==> src/rtl/square_conditioner.sv <==
`default_nettype none
// ============================================================================
//  Module   : square_conditioner
//  Purpose  : Conditions a raw asynchronous square wave into a clean,
//             debounced level with one-cycle edge pulses, a signal-loss
//             indicator and a saturating count of rejected glitches.
//  Ports    :
//    clk            in   1  single clock, rising edge
//    reset          in   1  synchronous, active-high reset
//    square         in   1  raw asynchronous square-wave input
//    square_clean   out  1  filtered, debounced level
//    fall_pulse     out  1  one-cycle pulse per accepted 1->0 transition
//    rise_pulse     out  1  one-cycle pulse per accepted 0->1 transition
//    signal_present out  1  high while accepted transitions keep arriving
//    glitch_count   out  8  saturating count of rejected excursions
//  Parameters (all must be >= 1):
//    FILTER_CYCLES  cycles a new level must persist before acceptance
//    HOLDOFF_CYCLES dead time after an accepted transition
//    SILENCE_CYCLES cycles without a transition before signal loss
//  Revision : 1.0  initial release
// ============================================================================
module square_conditioner #(
  parameter int FILTER_CYCLES  = 8,
  parameter int HOLDOFF_CYCLES = 4800,
  parameter int SILENCE_CYCLES = 4_800_000
) (
  input  logic       clk,
  input  logic       reset,
  input  logic       square,
  output logic       square_clean,
  output logic       fall_pulse,
  output logic       rise_pulse,
  output logic       signal_present,
  output logic [7:0] glitch_count
);

  localparam int FILT_W = $clog2(FILTER_CYCLES) + 1;
  localparam int HOLD_W = $clog2(HOLDOFF_CYCLES) + 1;
  localparam int SIL_W  = $clog2(SILENCE_CYCLES) + 1;

  localparam logic [FILT_W-1:0] FILT_LAST = FILT_W'(FILTER_CYCLES - 1);
  localparam logic [HOLD_W-1:0] HOLD_LAST = HOLD_W'(HOLDOFF_CYCLES - 1);
  localparam logic [SIL_W-1:0]  SIL_MAX   = SIL_W'(SILENCE_CYCLES);

  typedef enum logic [0:0] {
    ARMED   = 1'b0,
    HOLDOFF = 1'b1
  } state_t;

  state_t              state;
  logic                sync1;
  logic                sync2;
  logic [FILT_W-1:0]   filter_cnt;
  logic [HOLD_W-1:0]   holdoff_cnt;
  logic [SIL_W-1:0]    silence_cnt;
  logic [SIL_W-1:0]    silence_inc;
  logic                accept;

  // The qualifying edge: the new level has been seen for FILTER_CYCLES
  // consecutive armed cycles, counting the one at this edge.
  assign accept      = (state == ARMED) && (sync2 != square_clean) &&
                       (filter_cnt == FILT_LAST);
  assign silence_inc = silence_cnt + 1'b1;

  // Two-flop synchronizer; nothing downstream looks at the raw input.
  always_ff @(posedge clk) begin
    if (reset) begin
      sync1 <= 1'b0;
      sync2 <= 1'b0;
    end else begin
      sync1 <= square;
      sync2 <= sync1;
    end
  end

  // Debounce / holdoff state machine with registered level and pulses.
  always_ff @(posedge clk) begin
    if (reset) begin
      state        <= ARMED;
      filter_cnt   <= '0;
      holdoff_cnt  <= '0;
      square_clean <= 1'b0;
      rise_pulse   <= 1'b0;
      fall_pulse   <= 1'b0;
      glitch_count <= 8'd0;
    end else begin
      rise_pulse <= 1'b0;
      fall_pulse <= 1'b0;
      case (state)
        ARMED: begin
          if (sync2 != square_clean) begin
            if (accept) begin
              square_clean <= sync2;
              rise_pulse   <= sync2;
              fall_pulse   <= ~sync2;
              filter_cnt   <= '0;
              holdoff_cnt  <= '0;
              state        <= HOLDOFF;
            end else begin
              filter_cnt <= filter_cnt + 1'b1;
            end
          end else begin
            // Input went back before qualifying: that was a glitch.
            if ((filter_cnt != '0) && (glitch_count != 8'hFF)) begin
              glitch_count <= glitch_count + 8'd1;
            end
            filter_cnt <= '0;
          end
        end
        HOLDOFF: begin
          // Level is frozen; a difference still present afterwards has to
          // re-qualify from zero once armed again.
          filter_cnt <= '0;
          if (holdoff_cnt == HOLD_LAST) begin
            holdoff_cnt <= '0;
            state       <= ARMED;
          end else begin
            holdoff_cnt <= holdoff_cnt + 1'b1;
          end
        end
        default: begin
          state      <= ARMED;
          filter_cnt <= '0;
        end
      endcase
    end
  end

  // Silence timer: zero in every pulse cycle, saturates at SILENCE_CYCLES.
  // signal_present is registered from the counter's next value so it lines
  // up with the counter it describes.
  always_ff @(posedge clk) begin
    if (reset) begin
      silence_cnt    <= SIL_MAX;
      signal_present <= 1'b0;
    end else if (accept) begin
      silence_cnt    <= '0;
      signal_present <= 1'b1;
    end else if (silence_cnt != SIL_MAX) begin
      silence_cnt    <= silence_inc;
      signal_present <= (silence_inc != SIL_MAX);
    end else begin
      signal_present <= 1'b0;
    end
  end

endmodule
`default_nettype wire

==> config.mk <==
export PLATFORM = sky130hd
export DESIGN_NAME = square_conditioner
export DESIGN_NICKNAME = d
export VERILOG_FILES = /design/src/rtl/square_conditioner.sv
export SDC_FILE = /design/constraint.sdc
export NUM_CORES = 1
export LEC_CHECK = 0
export ABC_AREA = 1
export BUFFER_PORTS_ARGS = -buffer_cell sky130_fd_sc_hd__buf_2
export CAP_MARGIN = 20
export CORE_UTILIZATION = 40
export DETAILED_ROUTE_END_ITERATION = 8
export GPL_TIMING_DRIVEN = 0
export MAX_ROUTING_LAYER = met4
export SYNTH_ARGS = -nofsm -noshare
export SYNTH_HDL_FRONTEND = slang
export SYNTH_SLANG_ARGS = --single-unit
==> constraint.sdc <==
create_clock -name clk -period 2.5 [get_ports clk]
set_clock_uncertainty 0.15 [all_clocks]
set_input_delay 0.625 -clock clk [delete_from_list [all_inputs] [get_ports clk]]
set_output_delay 0.625 -clock clk [all_outputs]
set_load 0.03 [all_outputs]
==> results by group <==
Run status
  – Outcome: completed

Drt
  – Post-route DRC: 0
  – Routed len/inst: around 12 um
  – Total number of vias: 2782
  – DRT Wirelength: between 6000 and 7000 um
  – Via density: slightly below 5
  – DRT Pass-1 Iters: 4
  – Final ANT Viol Nets: 0
  – DR iter-0 viols: 128

Global route
  – Vias in the first global route: between 2000 and 3000
  – Pin count of the biggest net entering global routing: 11
  – Global route overflow: 0
  – Global-route wire length before repair: 11300 um
  – Gr usage total: 19.6%
  – Number of antenna violations at the first check in global routing: 0

Die
  – Placeable core area: around 0.0073 sq mm
  – Die X-Extent: 88.8 um
  – Die area: a little under 0.008 sq mm
  – Starting Density: 41.5%
  – Die H: between 80 and 90 um
  – Rows: 31
  – IO Count: 15

Worst setup path
  – Crit end category: register
  – CP max FO: 6
  – Crit Path Category: reg -> reg
  – CP Data Arrival Time: 2100 ps
  – Required time worst endpoint: about 2600 ps
  – Slowest-stage cell, CP: dfxtp_1
  – Critical Path Source Type: register
  – Worst-path cell chain: ha_1 > nand2_2 > nor2_4 > nand2_4 > nor2_2 > nand3_1 > nand2_1 > nand3_2 > nor2_2 > nand2_1 > nor2_1 > nor2_1
  – CP max stage delay: 410 ps

Timing
  – Fin Hold WS: 252 ps
  – Setup TNS: 0 ps
  – RSZ-0062 raised after global routing: false
  – Min cycle time layout: 2030 ps
  – Fmax: between 0.4 and 0.5 GHz
  – Slew headroom: a little over two thirds
  – Final count of negative-setup-slack endpoints: 0
  – Final Hold Vio Count: 0
  – Final worst-path setup slack: 474 ps
  – Worst Tran Pin Value: 455 ps
  – Period utilization: 81.0%
  – Slew Limit Fails: 0

Cells and area
  – Post-layout net count: ~480
  – Inserted Diodes: 0
  – Final Cell Area: 0.00340 sq mm
  – Synth-to-layout area growth: 12.8%
  – Layout cell share with drive strength beyond 1: 13.3%

Clock network
  – Hold_buf cts: 0
  – Post-CTS Setup Inserts: 0
  – Clock root buffer: clkbuf_8
  – Clk sinks: 57
  – Buffer depth of the longest clock path: 2
  – Resize count post-CTS: 0
  – H-tree levels: 3
  – CTS tree: built
  – Clk pin slew, worst setup/hold paths: 70 ps
  – CTS buffer count: 9
  – Skew-Pair Late Insertion Delay: 340 ps

Synth
  – Post-synth design cell area: 0.00301 sq mm
  – Number of distinct library cells after synthesis: 31
  – Synth warn: 0
  – Syn Inst Count: roughly 450
  – Post-Syn Nets: 454
  – Sequential share of the synthesized area: 37.9%
  – Flip-flop and latch count after synthesis: 57
  – Synthesized area per cell: 6.77 sq um

Power
  – Worst vdd ir: 412 uV
  – Leak pwr: approximately 1.4 nW
  – Pwr Density: 741 mW/mm^2
  – Power Total: between 0.002 and 0.003 W

Placement
  – Port-buffer cells: 13
  – Estimated wirelength of the detail-placed design: between 5000 and 6000 um
  – Setup slack at placement: 348 ps
  – Placed cell area: 0.00320 sq mm
  – Routability cong.: 0.852

Run
  – MaxCap Viol Count: 0

Min path
  – Worst hold path class: reg -> reg
==> placed cells by master (no fill, tap or decap), types with 5 or more instances in the layout <==
cell / instances
a21oi_1: 18
buf_2: 14
clkbuf_8: 10
dfxtp_1: 57
ha_1: 6
inv_1: 57
nand2_1: 109
nand2_2: 10
nand3_1: 28
nand3_2: 5
nand4_1: 12
nor2_1: 72
nor2_2: 6
nor2_4: 7
nor3_1: 10
o21ai_0: 6
xor2_1: 8
==> metal layers <==
metal / vias to the layer above / track usage (%) / share of wire [%]
met2: 43 / 31.8 / 45
met3: 9 / 4.48 / 3.4
met1: 1261 / 24.1 / 50
met5: - / - / 0
met4: 0 / 6.16 / 1.4
li1: 1469 / - / -
==> per-stage QoR <==
stage	util [%]	instances
after floorplan	-	445
after global placement	44.1	557
after detailed placement	44.1	557
after CTS	46.9	573
after global routing	46.9	573
final	46.9	573
==> final timing paths <==
kind | start | end | slack, ps | cells past startpoint
worst max-delay path | silence_cnt[1] | signal_present | 470 | 12
worst max register to register | silence_cnt[1] | signal_present | 470 | 12
worst min-delay path | sync1 | sync2 | 250 | 2
worst min register to register | sync1 | sync2 | 250 | 2
==> report_power, final <==
group	leakage [nW]	internal (W)	switching, W
combinational	0.880	0.000184	0.000387
sequential	0.462	0.000993	0.0000976
clock	0.0953	0.000484	0.000372
==> cells by family after synthesis <==
| group | Yosys count | share of synthesized area, % |
|---|---|---|
| and+or+nand+nor | 270 | 41.7 |
| buffers and inverters | 63 | 7.89 |
| DFF | 57 | 37.9 |
| AOI/OAI and AO/OA | 38 | 6.89 |
| xor gates and xnor gates | 11 | 3.20 |
| adders and majority gates | 6 | 2.49 |
==> flip-flops by register name, indices dropped and copies added (netlist names) <==
signal and count:
fall_pulse 1, filter_cnt 4, glitch_count 8, holdoff_cnt 14, rise_pulse 1, signal_present 1, silence_cnt 24, square_clean 1
state 1, sync1 1, sync2 1
==> critical path: cells and delay by family, from the launching register on <==
family	cells	cell delay [ps]
adder cells (fa/ha/maj)	1	240
AND/OR/NAND/NOR	11	1110
flip-flops	1	410
==> synth_stat cells <==
| master | n | area share (%) |
|---|---|---|
| nand3_2 | 5 | 1.7 |
| nand3_1 | 28 | 4.7 |
| inv_1 | 57 | 7.1 |
| nand2_4 | 1 | 0.37 |
| xnor2_1 | 3 | 0.87 |
| a31oi_1 | 2 | 0.42 |
| nand4_1 | 12 | 2.5 |
| nand2_1 | 109 | 14 |
| nor2_1 | 72 | 9.0 |
| clkbuf_1 | 1 | 0.12 |
| xor2_1 | 8 | 2.3 |
| nor3_2 | 1 | 0.33 |
| ha_1 | 6 | 2.5 |
| a211oi_1 | 2 | 0.50 |
| inv_2 | 4 | 0.50 |
| nor2_2 | 6 | 1.2 |
| o22ai_1 | 4 | 0.83 |
| nand2_2 | 10 | 2.1 |
| nor3b_1 | 1 | 0.25 |
| nor2_4 | 7 | 2.6 |
| and3_1 | 2 | 0.42 |
| o21ai_1 | 4 | 0.66 |
| or2_1 | 1 | 0.21 |
| o21ai_0 | 6 | 1.0 |
| a21oi_1 | 18 | 3.0 |
| dfxtp_1 | 57 | 38 |
| buf_2 | 1 | 0.17 |
| o21bai_1 | 2 | 0.50 |
| nor3_1 | 10 | 1.7 |
| nand3b_1 | 2 | 0.50 |
| nor4_1 | 3 | 0.62 |
==> cell type report <==
class / instances / area (sq um)
sequential: 57 / 1140
buffer: 2 / 8.76
fill: 800 / 3850
inverter: 61 / 229
tap: 99 / 124
timing repair buffer: 13 / 65.1
multi-input combinational: 325 / 1630
clock inverter: 5 / 55.1
clock buffer: 11 / 141
Note: power is estimated with default switching activity, not from simulation.
